$ cat config.mk
export PLATFORM = sky130hd
export DESIGN_NAME = inference_host_sequencer
export DESIGN_NICKNAME = d
export VERILOG_FILES = /design/src/rtl/inference_seq_pkg.sv /design/src/rtl/seq_timeout_counter.sv /design/src/rtl/inference_host_sequencer.sv
export SDC_FILE = /design/constraint.sdc
export NUM_CORES = 1
export LEC_CHECK = 0
export ABC_CLOCK_PERIOD_IN_PS = 13450
export CORE_AREA = 3 3 183 185
export CTS_BUF_LIST = sky130_fd_sc_hd__clkbuf_4 sky130_fd_sc_hd__clkbuf_8 sky130_fd_sc_hd__clkbuf_16
export DETAILED_ROUTE_END_ITERATION = 12
export DIE_AREA = 0 0 186 188
export PLACE_DENSITY = 0.7
export SLEW_MARGIN = 10
export SYNTH_ARGS = -nofsm -noshare
export SYNTH_HDL_FRONTEND = slang
export SYNTH_SLANG_ARGS = --single-unit
$ cat constraint.sdc
create_clock -name clk -period 13.45 [get_ports clk]
set_clock_uncertainty 0.1 [all_clocks]
set_input_delay 4.035 -clock clk [delete_from_list [all_inputs] [get_ports clk]]
set_output_delay 4.035 -clock clk [all_outputs]
set_load 0.01 [all_outputs]
$ cat src/rtl/inference_seq_pkg.sv
// Shared types and constants for the inference host sequencer.
//   state_e   : sequencer FSM states
//   cmd_op_e  : host command opcodes
//   ERR_*     : error codes reported on err_code
//   WORD_W    : width of weight/input/result words
package inference_seq_pkg;

  localparam int WORD_W = 64;

  typedef enum logic [2:0] {
    IDLE,
    W_START,
    W_SEND,
    W_WAIT,
    I_SEND,
    I_WAIT,
    RUN,
    ERROR
  } state_e;

  typedef enum logic [1:0] {
    OP_LOAD_WEIGHTS = 2'b00,
    OP_RUN          = 2'b01,
    OP_CLEAR_ERR    = 2'b10,
    OP_NOP          = 2'b11
  } cmd_op_e;

  localparam logic [1:0] ERR_NONE       = 2'b00;
  localparam logic [1:0] ERR_OCCUPANCY  = 2'b01;
  localparam logic [1:0] ERR_TIMEOUT    = 2'b10;
  localparam logic [1:0] ERR_NO_WEIGHTS = 2'b11;

endpackage

$ cat src/rtl/seq_timeout_counter.sv
// Wait-state watchdog for the inference host sequencer.
//   clk, rst : clock, asynchronous active-high reset
//   clear    : restart the count from zero (takes priority over enable)
//   enable   : count one cycle spent waiting
//   expired  : high in the enabled cycle in which the count reaches
//              TIMEOUT_CYCLES, so the owner leaves after exactly
//              TIMEOUT_CYCLES waiting cycles
module seq_timeout_counter #(
  parameter int TIMEOUT_CYCLES = 1024
) (
  input  logic clk,
  input  logic rst,
  input  logic clear,
  input  logic enable,
  output logic expired
);

  localparam int               CNT_W = $clog2(TIMEOUT_CYCLES + 1);
  localparam logic [CNT_W-1:0] LIMIT = CNT_W'(TIMEOUT_CYCLES);

  logic [CNT_W-1:0] cnt_q, cnt_d;

  // NOTE: every always_comb output gets a default first so no latch is inferred.
  always_comb begin
    cnt_d = cnt_q;
    if (clear) begin
      cnt_d = '0;
    end else if (enable && (cnt_q != LIMIT)) begin
      cnt_d = cnt_q + 1'b1;
    end
  end

  assign expired = enable && !clear && (cnt_d == LIMIT);

  // NOTE: state flops use non-blocking assignment so all flops update together.
  always_ff @(posedge clk or posedge rst) begin
    if (rst) cnt_q <= '0;
    else     cnt_q <= cnt_d;
  end

endmodule

$ cat src/rtl/inference_host_sequencer.sv
// Initiator-side sequencer for the systolic-array peripheral.
// Accepts host commands (load weights / run inference / clear error),
// streams source words into the peripheral one strobe at a time, waits for
// the peripheral's completion flags and returns output_reg on a result stream.
//   cmd_*            : host command channel (cmd_ready is combinational)
//   cfg_bias/mode    : run configuration, latched when a run is accepted
//   src_*            : upstream weight/input word stream (src_ready pops)
//   load_*/start_*   : registered command pulses and word strobes to the peripheral
//   weight/input_reg : word presented with its strobe
//   controller_busy, data_ready, weights_done, inputs_done, occupancy_err,
//   output_reg       : peripheral status and result
//   res_*            : result stream, held until res_ready
//   busy, err, err_code, weights_loaded : status back to the register block
module inference_host_sequencer
  import inference_seq_pkg::*;
#(
  parameter int NUM_WEIGHT_WORDS = 8,
  parameter int NUM_INPUT_WORDS  = 8,
  parameter int TIMEOUT_CYCLES   = 1024
) (
  input  logic              clk,
  input  logic              rst,
  input  logic              cmd_valid,
  input  logic [1:0]        cmd_op,
  output logic              cmd_ready,
  input  logic [WORD_W-1:0] cfg_bias,
  input  logic [1:0]        cfg_mode,
  input  logic              src_valid,
  input  logic [WORD_W-1:0] src_data,
  output logic              src_ready,
  output logic              load_weights,
  output logic              start_inference,
  output logic              load_weights_en,
  output logic              load_inputs_en,
  output logic [WORD_W-1:0] weight_reg,
  output logic [WORD_W-1:0] input_reg,
  output logic [WORD_W-1:0] bias_vec,
  output logic [1:0]        activation_mode,
  input  logic              controller_busy,
  input  logic              data_ready,
  input  logic              weights_done,
  input  logic              inputs_done,
  input  logic              occupancy_err,
  input  logic [WORD_W-1:0] output_reg,
  output logic              res_valid,
  output logic [WORD_W-1:0] res_data,
  input  logic              res_ready,
  output logic              busy,
  output logic              err,
  output logic [1:0]        err_code,
  output logic              weights_loaded
);

  localparam int MAX_WORDS = (NUM_WEIGHT_WORDS > NUM_INPUT_WORDS) ? NUM_WEIGHT_WORDS : NUM_INPUT_WORDS;
  localparam int CNT_W     = $clog2(MAX_WORDS + 1);
  localparam logic [CNT_W-1:0] LAST_W = CNT_W'(NUM_WEIGHT_WORDS - 1);
  localparam logic [CNT_W-1:0] LAST_I = CNT_W'(NUM_INPUT_WORDS - 1);

  state_e            state_q, state_d;
  logic [CNT_W-1:0]  word_cnt_q, word_cnt_d;
  logic              err_q, err_d;
  logic [1:0]        err_code_q, err_code_d;
  logic              weights_loaded_q, weights_loaded_d;
  logic              res_valid_q, res_valid_d;
  logic [WORD_W-1:0] res_data_q, res_data_d;
  logic              load_weights_q, load_weights_d;
  logic              start_inference_q, start_inference_d;
  logic              load_weights_en_q, load_weights_en_d;
  logic              load_inputs_en_q, load_inputs_en_d;
  logic [WORD_W-1:0] weight_reg_q, weight_reg_d;
  logic [WORD_W-1:0] input_reg_q, input_reg_d;
  logic [WORD_W-1:0] bias_vec_q, bias_vec_d;
  logic [1:0]        activation_mode_q, activation_mode_d;

  cmd_op_e    op;
  logic       cmd_fire;
  logic       send_state, strobe_pending, last_word, pop;
  logic       set_err;
  logic [1:0] new_err_code;
  logic       tmo_clear, tmo_enable, tmo_expired;

  assign op       = cmd_op_e'(cmd_op);
  // In ERROR only the clear opcode is let through; everything else is held off.
  assign cmd_ready = !rst && (((state_q == IDLE) && !res_valid_q) ||
                              ((state_q == ERROR) && (op == OP_CLEAR_ERR)));
  assign cmd_fire = cmd_valid && cmd_ready;

  assign send_state     = (state_q == W_SEND) || (state_q == I_SEND);
  // A strobe is on the pins this cycle; the next pop waits a cycle, giving
  // the peripheral one word per two cycles at most.
  assign strobe_pending = load_weights_en_q || load_inputs_en_q;
  assign last_word      = (word_cnt_q == ((state_q == W_SEND) ? LAST_W : LAST_I));
  // No pop while an occupancy error is aborting the stream, so no orphan strobe.
  assign src_ready      = send_state && src_valid && !controller_busy &&
                          !strobe_pending && !occupancy_err;
  assign pop            = src_ready;

  // Restart the watchdog on each transition into a wait state; decoded from
  // the transition conditions rather than state_d to avoid a loop through expired.
  assign tmo_clear  = (send_state && strobe_pending && last_word) ||
                      ((state_q == I_WAIT) && inputs_done);
  assign tmo_enable = (state_q == W_WAIT) || (state_q == I_WAIT) || (state_q == RUN);

  seq_timeout_counter #(
    .TIMEOUT_CYCLES(TIMEOUT_CYCLES)
  ) u_timeout (
    .clk    (clk),
    .rst    (rst),
    .clear  (tmo_clear),
    .enable (tmo_enable),
    .expired(tmo_expired)
  );

  // Next-state logic. Occupancy errors override every other decision.
  always_comb begin
    state_d      = state_q;
    set_err      = 1'b0;
    new_err_code = ERR_NONE;
    unique case (state_q)
      IDLE: begin
        if (cmd_fire) begin
          unique case (op)
            OP_LOAD_WEIGHTS: state_d = W_START;
            OP_RUN: begin
              if (weights_loaded_q) begin
                state_d = I_SEND;
              end else begin
                state_d      = ERROR;
                set_err      = 1'b1;
                new_err_code = ERR_NO_WEIGHTS;
              end
            end
            OP_CLEAR_ERR, OP_NOP: state_d = IDLE;
          endcase
        end
      end
      W_START: state_d = W_SEND;
      W_SEND, I_SEND: begin
        if (strobe_pending && last_word) state_d = (state_q == W_SEND) ? W_WAIT : I_WAIT;
      end
      W_WAIT, I_WAIT, RUN: begin
        if ((state_q == W_WAIT && weights_done) || (state_q == RUN && data_ready)) begin
          state_d = IDLE;
        end else if (state_q == I_WAIT && inputs_done) begin
          state_d = RUN;
        end else if (tmo_expired) begin
          state_d      = ERROR;
          set_err      = 1'b1;
          new_err_code = ERR_TIMEOUT;
        end
      end
      ERROR: begin
        if (cmd_fire) state_d = IDLE;
      end
      default: state_d = IDLE;
    endcase
    if (occupancy_err && (state_q != IDLE) && (state_q != ERROR)) begin
      state_d      = ERROR;
      set_err      = 1'b1;
      new_err_code = ERR_OCCUPANCY;
    end
  end

  // Output and datapath next values.
  always_comb begin
    word_cnt_d        = word_cnt_q;
    err_d             = err_q;
    err_code_d        = err_code_q;
    weights_loaded_d  = weights_loaded_q;
    res_valid_d       = res_valid_q;
    res_data_d        = res_data_q;
    weight_reg_d      = weight_reg_q;
    input_reg_d       = input_reg_q;
    bias_vec_d        = bias_vec_q;
    activation_mode_d = activation_mode_q;

    load_weights_d    = (state_d == W_START);
    start_inference_d = (state_q == I_WAIT) && (state_d == RUN);
    load_weights_en_d = pop && (state_q == W_SEND);
    load_inputs_en_d  = pop && (state_q == I_SEND);

    if (pop && (state_q == W_SEND)) weight_reg_d = src_data;
    if (pop && (state_q == I_SEND)) input_reg_d  = src_data;

    if (!send_state) begin
      word_cnt_d = '0;
    end else if (strobe_pending) begin
      word_cnt_d = last_word ? '0 : word_cnt_q + 1'b1;
    end

    if (cmd_fire && (state_q == IDLE) && (op == OP_RUN)) begin
      bias_vec_d        = cfg_bias;
      activation_mode_d = cfg_mode;
    end

    if ((state_q == W_WAIT) && (state_d == IDLE)) weights_loaded_d = 1'b1;

    if (res_valid_q && res_ready) res_valid_d = 1'b0;
    if ((state_q == RUN) && (state_d == IDLE)) begin
      res_valid_d = 1'b1;
      res_data_d  = output_reg;
    end

    // Only the first error is recorded until the host clears it.
    if ((state_q == ERROR) && (state_d == IDLE)) begin
      err_d      = 1'b0;
      err_code_d = ERR_NONE;
    end else if (set_err && !err_q) begin
      err_d      = 1'b1;
      err_code_d = new_err_code;
    end
  end

  always_ff @(posedge clk or posedge rst) begin
    if (rst) state_q <= IDLE;
    else     state_q <= state_d;
  end

  // NOTE: datapath registers are reset too, since every output must read 0 in reset.
  always_ff @(posedge clk or posedge rst) begin
    if (rst) begin
      word_cnt_q        <= '0;
      err_q             <= 1'b0;
      err_code_q        <= ERR_NONE;
      weights_loaded_q  <= 1'b0;
      res_valid_q       <= 1'b0;
      res_data_q        <= '0;
      load_weights_q    <= 1'b0;
      start_inference_q <= 1'b0;
      load_weights_en_q <= 1'b0;
      load_inputs_en_q  <= 1'b0;
      weight_reg_q      <= '0;
      input_reg_q       <= '0;
      bias_vec_q        <= '0;
      activation_mode_q <= 2'b00;
    end else begin
      word_cnt_q        <= word_cnt_d;
      err_q             <= err_d;
      err_code_q        <= err_code_d;
      weights_loaded_q  <= weights_loaded_d;
      res_valid_q       <= res_valid_d;
      res_data_q        <= res_data_d;
      load_weights_q    <= load_weights_d;
      start_inference_q <= start_inference_d;
      load_weights_en_q <= load_weights_en_d;
      load_inputs_en_q  <= load_inputs_en_d;
      weight_reg_q      <= weight_reg_d;
      input_reg_q       <= input_reg_d;
      bias_vec_q        <= bias_vec_d;
      activation_mode_q <= activation_mode_d;
    end
  end

  assign load_weights    = load_weights_q;
  assign start_inference = start_inference_q;
  assign load_weights_en = load_weights_en_q;
  assign load_inputs_en  = load_inputs_en_q;
  assign weight_reg      = weight_reg_q;
  assign input_reg       = input_reg_q;
  assign bias_vec        = bias_vec_q;
  assign activation_mode = activation_mode_q;
  assign res_valid       = res_valid_q;
  assign res_data        = res_data_q;
  assign busy            = (state_q != IDLE);
  assign err             = err_q;
  assign err_code        = err_code_q;
  assign weights_loaded  = weights_loaded_q;

endmodule

After elaboration in Yosys (flattened, before gate mapping)
Index checks and enable logic that the tools add are counted.
Widths: inputs -> output; s select.

operators by class
  reductions and logical operators = 52
  bitwise gates (word level) = 0
  shifts and indexed selects = 0
  $mul = 0
  equality and inequality tests = 17
  divide/modulo/power cells = 0
  magnitude comparators = 0
  muxes and demuxes = 38
  add/sub/neg operators = 2

operator list
  cell                   number
  $logic_and 1x1->1      29
  $mux 3                 8
  $mux 11                2
  $mux 2                 10
  $eq 3x3->1 const B     5
  $pmux 3 s5             1
  $mux 4                 3
  $add 11x1->11 const B  1
  $eq 11x11->1 const B   1
  $mux 1                 11
  $ne 11x11->1 const B   1
  $pmux 3 s3             1
  $logic_not 1->1        7
  $logic_or 1x1->1       7
  $eq 3x1->1 const B     2
  $eq 3x2->1 const B     2
  $logic_not 3->1        2
  $add 4x1->4 const B    1
  $eq 2x2->1 const B     2
  $eq 4x3->1 const B     1
  $pmux 2 s2             1
  $reduce_bool 2->1      2
  $reduce_or 2->1        2
  $ne 3x3->1 const B     1
  other kinds (6)        6

storage, ports and cells
  latch bits = 0
  memories kept = 0
  register bits = 285
  bits in writable memories = 0
  ROM bits = 0
  word-level logic and storage cells = 125
  bits of input ports = 206

Depth between registers and ports, before layout
Gate-level depths: netlist (run 1).

  depth in word-level cells = 16
  gate-level depth with buffers = 11

Modules after synthesis
From an unflattened synthesis (run 1), not the netlist that was laid out.

unflattened totals
  cell total of the unflattened synthesis = 746
  area total of the unflattened synthesis = 11,352.1 µm²

modules (own cells, without submodules)
  module                    sequential area each (µm²)  instances  area an instance (µm²)  cells each
  inference_host_sequencer  6,856.6                     1          10,664.0                671
  seq_timeout_counter       275.3                       1          688.2                   75

Worst setup path before layout (run 1)
OpenSTA, ideal clock, no wires.

  path type = in2out
  start point = input port cmd_op[1]
  end point = output port cmd_ready
  data required time = 9.315 ns
  buffers on the path = 0
  arrival time = 4.665 ns
  setup slack = 4.650 ns
  cell stages on the path = 3
  path through = nand2_1 -> or3_4 -> a21oi_1

between the ends
  longest elaborated chain between the ends = 4

ends and longest elaborated chain
  element            RTL line                        text
  start, declared    inference_host_sequencer.sv:24  input logic [1:0] cmd_op,
  $eq 2x2->1         inference_host_sequencer.sv:85  ((state_q == ERROR) && (op == OP_CLEAR_ERR)));
  $logic_and 1x1->1  inference_host_sequencer.sv:85
  $logic_or 1x1->1   inference_host_sequencer.sv:84  assign cmd_ready = !rst && (((state_q == IDLE) && !res_valid_q) ||
  $logic_and 1x1->1  inference_host_sequencer.sv:84
  end, declared      inference_host_sequencer.sv:25  output logic cmd_ready,

No other way between the ends.

Worst setup path after layout (run 1)
Ends and elaborated chain as after synthesis.

==> results.yml, run 1 <==
synthesis:
  synth_enable_flop_cells: 0
  synth-simple-area-share_pct: 11.1
  synth-main-ff-cell: "dfrtp_1"
  synth_top_family_by_area: "multiplexers"
  synth_compound_area_share_pct: 3.61
  synth_seq_area_share_pct: 60.5
  synthXorXnorAreaFrac_pct: 1.03
  ys_ff_latch: 285
  synth_nets: 1118
  synthMuxAreaShare_pct: 20.2
  syn_area_per_cell_um2: 13.0
  synth.distinct_cells: 67
  syn-cell-area_um2: 11800
  synth-async-reset-ratio_pct: 100
  synthAdderAreaFrac_pct: 0.488
  yosysWarnings: 0
  synthCells: 908
place:
  gp_congestion: 0.829
  place_hpwl_mm: 26.0
  io_buffers: 475
  dpl.cell_count: 1751
floorplan:
  die_h_um: 188
  core_um2: 32200
  initial_core_util_pct: 36.6
  dieArea_um2: 35000
  rows: 66
  io_pins: 476
  die_w_um: 186
pwr:
  clkPwrFrac_pct: 28.1
  switching_share_pct: 29.9
  p_leak_nw: 8.27
  pwr-share-seq_pct: 37.1
  p_int_mw: 2.34
  finalPower_mw: 3.34
  p_sw_mw: 0.999
  ir_worst_vdd_uv: 131
  pwr-share-comb_pct: 34.8
  p_per_area_nw_per_um2: 186
clock_tree:
  clk_pin_slew_worst_paths_ns: 0.06
  cts_root_buf: "clkbuf_16"
  cts_max_level: 2
  cts-buffers-inserted: 35
  cts_resized: 0
  cts_tree: "built"
  cts_sinks: 285
  clk_path_buf_depth: 3
  cts_hold_buf: 0
  cts_setup_buffers: 0
  clock_latency_ns: 0.50
routing:
  wire_per_inst_um: 20.0
  drt_iter0_markers: 308
  num_vias: 8753
  via_per_inst: 4.84
  ant_nets: 0
  drc: 0
  finalWirelength_mm: 36.2
  first_pass_iters: 4
worst_setup_path:
  crit_path_end_kind: "output port"
  crit_family: "buffers and inverters"
  cp_cell_sequence: "clkdlybuf4s50_1, nand2_1, or3_4, a21oi_1, clkdlybuf4s50_1"
  slowest_stage: "clkdlybuf4s50_1"
  cp_slowest_stage_delay_ns: 0.60
  crit_required_ns: 9.31
  cp_max_fo: 3
  crit_top_cell: "clkdlybuf4s50_1"
  regToRegSetupSlack_ns: 9.18
  cp.arrival_ns: 5.78
  worst_setup_path_start_kind: "input port"
  crit_buf_inv: 2
  crit_type: "in -> out"
  rr_startpoint: "state_q[0]"
  ff2ff_path_depth: 7
  r2r_end: "res_data[60]"
cells_and_area:
  layout.cells.most_common_list: "475 x clkdlybuf4s50_1, 285 x dfrtp_1, 210 x nand2_1"
  multiInputGateArea_um2: 4310
  fillers: 2680
  fin_nets: 1590
  syn_to_final_growth_pct: 52.5
  drive_above_1_share_pct: 20.6
  regArea_um2: 7130
  final_cell_count_no_fill: 1810
  mostFrequentLayoutCell: "clkdlybuf4s50_1"
sta:
  tightest_slew_ns: 1.09
  slew_headroom_pct: 27.0
  setup_viol: 0
  rsz0062_at_grt: "false"
  finalMaxSlewViolations: 0
  finalCritPeriodShare_pct: 73.7
  min_period_ns: 9.91
  hold_viol: 0
  fmax_mhz: 101
  fin_tns_setup_ns: 0
global_routing:
  grt_pass1_vias: 9282
  overflow: 0
  grt_max_degree: 137
  track_usage_pct: 20.1
  grt_antenna_before_repair: 4
  grt_pass1_wl_mm: 54.7
job:
  drv_cap: 0
hold_path:
  worstHoldEndpoint: "input_reg[56]"
  min_from: "input_reg[56]"
  min_path_type: "reg -> reg"
  holdPathStages: 2
run_status:
  outcome: "completed"
-- stage by stage --
| step | utilization [%] | instance area, um^2 | hold slack (ns) | setup WS [ns] |
|---|---|---|---|---|
| floorplan | - | 11800 | 0.411 | 1.45 |
| global placement | 52.2 | 16800 | 0.357 | 3.59 |
| detailed placement | 52.2 | 16800 | 0.362 | 3.56 |
| CTS | 55.8 | 18000 | 0.376 | 3.55 |
| global route | 55.8 | 18000 | 0.399 | 3.49 |
| finish | 55.8 | 18000 | 0.372 | 3.54 |
-- cell families after synthesis --
kind of cell               after synthesis
adders and majority gates                4
xor gates and xnor gates                13
AOI/OAI and AO/OA                       56
DFF                                    285
buffers and inverters                   62
muxes                                  195
and+or+nand+nor                        293
-- synth_stat cells (all sizes together), types with 2 or more instances --
| library cell | n | area (um^2) |
|---|---|---|
| a211oi | 3 | 27.5 |
| a21o | 3 | 22.5 |
| a21oi | 16 | 83.8 |
| a221oi | 2 | 17.5 |
| a311oi | 4 | 35.0 |
| a41oi | 2 | 25.0 |
| and2 | 2 | 12.5 |
| and3 | 5 | 37.5 |
| and3b | 3 | 26.3 |
| and4 | 2 | 17.5 |
| buf | 35 | 259 |
| clkbuf | 12 | 45.0 |
| dfrtp | 285 | 7130 |
| ha | 3 | 37.5 |
| inv | 15 | 56.3 |
| mux2 | 194 | 2370 |
| nand2 | 211 | 795 |
| nand2b | 2 | 12.5 |
| nand3 | 9 | 45.0 |
| nand3b | 2 | 15.0 |
| nand4 | 7 | 43.8 |
| nor2 | 23 | 88.8 |
| nor3 | 10 | 55.1 |
| nor3b | 2 | 20.0 |
| nor4 | 4 | 55.1 |
| o211ai | 3 | 27.5 |
| o21ai | 9 | 48.8 |
| o21bai | 2 | 15.0 |
| o31ai | 3 | 22.5 |
| or2 | 3 | 18.8 |
| or3 | 2 | 17.5 |
| or3b | 2 | 20.0 |
| or4 | 4 | 33.8 |
| xnor2 | 3 | 26.3 |
| xor2 | 10 | 95.1 |
-- final cells by class --
type / instances / share of cell area [%]
repair buffers: 482 / 26.7
multi-input cells: 561 / 24.0
flip-flops and latches: 285 / 39.7
clock buffers: 50 / 5.84
inverters: 15 / 0.355
clock inverters: 8 / 0.577
well taps: 408 / 2.84
diodes: 1 / 0.0139
-- worst register-to-register path: stages, from the launching register on --
cell	delay (ns)
dfrtp_1	0.77
inv_1	0.39
fa_1	0.61
a221oi_1	0.40
nor2_2	0.11
nor4_4	0.37
buf_4	0.88
mux2_2	0.51
-- metal layers --
layer / vias up / global-route usage (%) / wire length, um / share of wire (%)
li1: 4046 / - / - / -
met1: 4295 / 23.2 / 13800 / 38
met2: 350 / 33.7 / 17500 / 48
met3: 56 / 8.87 / 3840 / 11
met4: 6 / 6.04 / 995 / 2.7
met5: - / 0 / 35 / 0.097
-- power groups by stage --
stage / clock network [mW] / registers [mW] / logic (mW)
final: 0.940 / 1.24 / 1.16
after global routing: 1.00 / 1.27 / 1.24
after CTS: 0.967 / 1.24 / 1.18
after detailed placement: 0 / 1.25 / 1.17
after global placement: 0 / 1.25 / 1.16
after floorplan: 0 / 1.31 / 0.491
-- how the worst max path moves through the flow --
stage | depth (start not counted) | start | slack (ns) | end
after global placement | 5 | cmd_op[1] | 3.59 | cmd_ready
after global routing | 5 | cmd_op[1] | 3.49 | cmd_ready
after CTS | 5 | cmd_op[1] | 3.55 | cmd_ready
after detailed placement | 5 | cmd_op[1] | 3.56 | cmd_ready
after floorplan | 1 | rst | 1.45 | activation_mode[0]
final | 5 | cmd_op[1] | 3.54 | cmd_ready
No activity file was read; power rests on OpenSTA's default activity.
==> run 2, diff against run 1 <==
--- a/config.mk
+++ b/config.mk
@@ -5,7 +5,7 @@
 export SDC_FILE = /design/constraint.sdc
 export NUM_CORES = 1
 export LEC_CHECK = 0
-export ABC_CLOCK_PERIOD_IN_PS = 13450
+export ABC_CLOCK_PERIOD_IN_PS = 10400
 export CORE_AREA = 3 3 183 185
 export CTS_BUF_LIST = sky130_fd_sc_hd__clkbuf_4 sky130_fd_sc_hd__clkbuf_8 sky130_fd_sc_hd__clkbuf_16
 export DETAILED_ROUTE_END_ITERATION = 12
==> constraint.sdc (replaced) <==
create_clock -name clk -period 10.4 [get_ports clk]
set_clock_uncertainty 0.1 [all_clocks]
set_input_delay 3.12 -clock clk [delete_from_list [all_inputs] [get_ports clk]]
set_output_delay 3.12 -clock clk [all_outputs]
set_load 0.01 [all_outputs]
==> run 2 against run 1 <==
Final cell count stayed put. Non-clock buffer count is 1 higher. Worst hold slack worse by 0.0011 ns. Critical path depth stayed put. Setup slack worse by 1.3 ns. Combinational power is 28% higher. Via count is 0.59% lower. Utilization hardly changed. Cell area hardly changed. Clock power is 29% higher.
==> results.yml, run 2 (same netlist as run 1, synthesis figures left out) <==
worst_setup_path:
  crit_top_cell: "clkdlybuf4s50_1"
  worst_setup_path_start_kind: "input port"
  crit_required_ns: 7.18
  cp_max_fo: 3
  rr_startpoint: "state_q[0]"
  crit_type: "in -> out"
  crit_buf_inv: 2
  regToRegSetupSlack_ns: 6.00
  crit_path_end_kind: "output port"
  crit_start: "cmd_op[1]"
  cp.arrival_ns: 4.92
  r2r_end: "res_data[58]"
  cp_slowest_stage_delay_ns: 0.60
  ff2ff_path_depth: 7
  slowest_stage: "clkdlybuf4s50_1"
  crit_family: "buffers and inverters"
  cp_cell_sequence: "clkdlybuf4s50_1, nand2_1, or3_4, a21oi_1, clkdlybuf4s50_1"
clock_tree:
  cts_resized: 0
  clock_latency_ns: 0.50
  cts_hold_buf: 0
  cts_sinks: 285
  clk_pin_slew_worst_paths_ns: 0.05
  cts_tree: "built"
  clk_path_buf_depth: 3
  cts_max_level: 2
  cts_setup_buffers: 0
  cts-buffers-inserted: 34
  cts_root_buf: "clkbuf_16"
place:
  place_hpwl_mm: 25.7
  io_buffers: 475
  placed_cell_area_um2: 16800
  gp_congestion: 0.813
  dpl.cell_count: 1752
cells_and_area:
  final_util_pct: 55.9
  final_cell_count_no_fill: 1810
  syn_to_final_growth_pct: 52.7
  regArea_um2: 7130
  fin_nets: 1590
  multiInputGateArea_um2: 4310
  layout.cells.most_common_list: "475 x clkdlybuf4s50_1, 285 x dfrtp_1, 210 x nand2_1"
  n_antenna_cell: 0
  mostFrequentLayoutCell: "clkdlybuf4s50_1"
  fillers: 2655
  drive_above_1_share_pct: 20.6
  design_area_um2: 18000
global_routing:
  grt_pass1_wl_mm: 53.8
  track_usage_pct: 19.7
  grt_pass1_vias: 9420
  overflow: 0
  grt_antenna_before_repair: 1
  grt_max_degree: 174
sta:
  setup_viol: 0
  tightest_slew_ns: 1.02
  rsz0062_at_grt: "false"
  finalCritPeriodShare_pct: 78.2
  hold_viol: 0
  min_period_ns: 8.14
  fmax_mhz: 123
  fin_tns_setup_ns: 0
  finalMaxSlewViolations: 0
  slew_headroom_pct: 31.9
floorplan:
  core_um2: 32200
  die_w_um: 186
  die_h_um: 188
  io_pins: 476
  dieArea_um2: 35000
  initial_core_util_pct: 36.6
  rows: 66
pwr:
  pwr-share-seq_pct: 37.3
  finalPower_mw: 4.31
  p_per_area_nw_per_um2: 240
  clkPwrFrac_pct: 28.1
  p_int_mw: 3.04
  switching_share_pct: 29.6
  p_sw_mw: 1.28
  ir_worst_vdd_uv: 171
  p_leak_nw: 8.28
  pwr-share-comb_pct: 34.6
routing:
  first_pass_iters: 4
  wire_per_inst_um: 19.6
  num_vias: 8701
  ant_nets: 0
  drt_iter0_markers: 306
  finalWirelength_mm: 35.5
  via_per_inst: 4.81
  drc: 0
hold_path:
  min_path_type: "reg -> reg"
  min_from: "input_reg[1]"
  holdPathStages: 2
  worstHoldEndpoint: "input_reg[1]"
job:
  drv_cap: 0
run_status:
  outcome: "completed"
run 2: per-layer routing:
metal	GRT usage, %	up-vias	part of all wire [%]
met1	21.7	4269	37
met3	8.50	44	11
li1	-	4041	-
met2	34.9	347	50
met5	0	-	0
met4	4.53	0	2.0
run 2: worst max-delay path by stage:
stage	endpoint	slack, ns	cells after the start
after global routing	cmd_ready	2.21	5
after floorplan	activation_mode[0]	3.40	1
after global placement	cmd_ready	2.35	5
final	cmd_ready	2.26	5
after detailed placement	cmd_ready	2.28	5
after CTS	cmd_ready	2.27	5
run 2: power by group through the flow:
stage | Combinational, mW | Sequential, mW | Clock, mW
detailed placement | 1.50 | 1.63 | 0
floorplan | 0.635 | 1.69 | 0
global route | 1.60 | 1.65 | 1.29
CTS | 1.51 | 1.61 | 1.25
finish | 1.49 | 1.61 | 1.21
global placement | 1.49 | 1.62 | 0
run 2: worst min-delay path: cells and delay by family (launching register included):
kind          cells  cell delay (ns)
simple gates      2             0.10
flops             1             0.34
run 2: area by class of cell:
cell class	instances	share of cell area, %
clock inverter	8	0.521
tap	408	2.84
sequential	285	39.6
timing repair buffer	483	26.8
clock buffer	50	5.90
inverter	15	0.334
multi-input combinational	561	24.0
run 2: stage by stage:
| step | setup slack, ns | hold WS, ns |
|---|---|---|
| 5_1_grt | 2.21 | 0.396 |
| 3_3_place_gp | 2.35 | 0.357 |
| 2_1_floorplan | 3.40 | 0.411 |
| 3_5_place_dp | 2.28 | 0.364 |
| 4_1_cts | 2.27 | 0.376 |
| 6_report | 2.26 | 0.371 |
==> run 3, diff against run 2 <==
--- a/config.mk
+++ b/config.mk
@@ -5,7 +5,7 @@
 export SDC_FILE = /design/constraint.sdc
 export NUM_CORES = 1
 export LEC_CHECK = 0
-export ABC_CLOCK_PERIOD_IN_PS = 10400
+export ABC_CLOCK_PERIOD_IN_PS = 8350
 export CORE_AREA = 3 3 183 185
 export CTS_BUF_LIST = sky130_fd_sc_hd__clkbuf_4 sky130_fd_sc_hd__clkbuf_8 sky130_fd_sc_hd__clkbuf_16
 export DETAILED_ROUTE_END_ITERATION = 12
==> constraint.sdc (replaced) <==
create_clock -name clk -period 8.35 [get_ports clk]
set_clock_uncertainty 0.1 [all_clocks]
set_input_delay 2.505 -clock clk [delete_from_list [all_inputs] [get_ports clk]]
set_output_delay 2.505 -clock clk [all_outputs]
set_load 0.01 [all_outputs]
==> run 3 against run 2 <==
Cell area hardly changed. First-iteration DRC count is 15% higher. Clock-buffer cell count is 2 higher. Utilization hardly changed. Via count is 0.41% lower. Clock power is 25% higher. Critical path depth stayed put. Die area stayed put. Sequential power is 25% higher. Setup slack worse by 0.76 ns. Largest cell class unchanged.
==> results.yml, run 3 (same netlist as run 1, synthesis figures left out) <==
pwr:
  p_leak_nw: 8.27
  p_per_area_nw_per_um2: 299
  finalPower_mw: 5.38
  ir_worst_vdd_uv: 220
routing:
  ant_nets: 0
  wire_per_inst_um: 19.8
  drc: 0
  first_pass_iters: 4
  via_per_inst: 4.78
  finalWirelength_mm: 35.8
  drt_iter0_markers: 352
  num_vias: 8665
worst_setup_path:
  regToRegSetupSlack_ns: 4.37
  crit_required_ns: 5.75
  worst_setup_path_start_kind: "input port"
  r2r_end: "res_data[58]"
  crit_path_end_kind: "output port"
  cp_max_fo: 3
  cp.arrival_ns: 4.25
  rr_startpoint: "state_q[0]"
  ff2ff_path_depth: 7
  crit_type: "in -> out"
sta:
  tightest_slew_ns: 1.13
  fmax_mhz: 146
  hold_viol: 0
  finalMaxSlewViolations: 0
  slew_headroom_pct: 24.8
  fin_ws_ns: 1.50
  rsz0062_at_grt: "false"
  min_period_ns: 6.85
  fin_tns_setup_ns: 0
  setup_viol: 0
  finalCritPeriodShare_pct: 82.0
clock_tree:
  cts_sinks: 285
  cts_resized: 0
  cts-buffers-inserted: 35
  clk_path_buf_depth: 3
  cts_hold_buf: 0
  clk_pin_slew_worst_paths_ns: 0.05
  clock_latency_ns: 0.49
  cts_tree: "built"
  cts_root_buf: "clkbuf_16"
  cts_max_level: 2
  cts_setup_buffers: 0
job:
  drv_cap: 0
global_routing:
  track_usage_pct: 19.9
  grt_pass1_vias: 9382
  grt_max_degree: 160
  grt_antenna_before_repair: 2
  overflow: 0
  grt_pass1_wl_mm: 54.5
cells_and_area:
  regArea_um2: 7130
  final_cell_count_no_fill: 1811
  mostFrequentLayoutCell: "clkdlybuf4s50_1"
  layout.cells.most_common_list: "475 x clkdlybuf4s50_1, 285 x dfrtp_1, 210 x nand2_1"
  final_util_pct: 55.9
  syn_to_final_growth_pct: 52.7
  fin_nets: 1592
  multiInputGateArea_um2: 4310
  fillers: 2688
  drive_above_1_share_pct: 20.6
  n_antenna_cell: 0
run_status:
  outcome: "completed"
place:
  io_buffers: 475
  place_hpwl_mm: 26.2
  gp_congestion: 0.820
  pre_cts_slack_ns: 1.50
  dpl.cell_count: 1753
floorplan:
  core_um2: 32200
  initial_core_util_pct: 36.6
  die_w_um: 186
  die_h_um: 188
  dieArea_um2: 35000
  io_pins: 476
  rows: 66
hold_path:
  min_from: "input_reg[40]"
  min_path_type: "reg -> reg"
  holdPathStages: 2
  worstHoldEndpoint: "input_reg[40]"
-- run 3: power by group --
| part | switching, mW | leakage, nW | internal (mW) | total [mW] |
|---|---|---|---|---|
| Sequential | 0.267 | 3.80 | 1.74 | 2.01 |
| Combinational | 0.760 | 3.90 | 1.11 | 1.87 |
| Clock | 0.556 | 0.577 | 0.949 | 1.51 |
| Total | 1.58 | 8.27 | 3.79 | 5.38 |
-- run 3: metrics by stage --
| stage | area [um^2] | hold WS (ns) |
|---|---|---|
| final | 18000 | 0.369 |
| after global routing | 18000 | 0.389 |
| after CTS | 18000 | 0.375 |
| after detailed placement | 16800 | 0.362 |
| after global placement | 16800 | 0.357 |
| after floorplan | 11800 | 0.411 |
-- run 3: layout make-up --
class	instances	share of cell area [%]
flip-flops and latches	285	39.6
clock buffers	52	5.98
well taps	408	2.84
inverters	15	0.334
multi-input cells	561	23.9
repair buffers	484	26.9
clock inverters	6	0.473
-- run 3: worst max-delay path by stage --
stage | from | to | slack, ns | cells past startpoint
finish | cmd_op[1] | cmd_ready | 1.50 | 5
global route | cmd_op[1] | cmd_ready | 1.41 | 5
CTS | cmd_op[1] | cmd_ready | 1.50 | 5
detailed placement | cmd_op[1] | cmd_ready | 1.50 | 5
global placement | cmd_op[1] | cmd_ready | 1.53 | 5
floorplan | rst | activation_mode[0] | 1.97 | 1
-- run 3: worst max-delay path, cell delays in order --
cell             delay, ns
clkdlybuf4s50_1       0.50
nand2_1               0.09
or3_4                 0.39
a21oi_1               0.16
clkdlybuf4s50_1       0.60
-- run 3: metal layers --
layer  GRT usage (%)  routed length, um  vias to the layer above
met3            9.10               4220                       56
met5               0                 11                        -
met4            6.04               1060                        2
met2            34.5              17800                      367
li1                -                  -                     4032
met1            21.8              12700                     4208
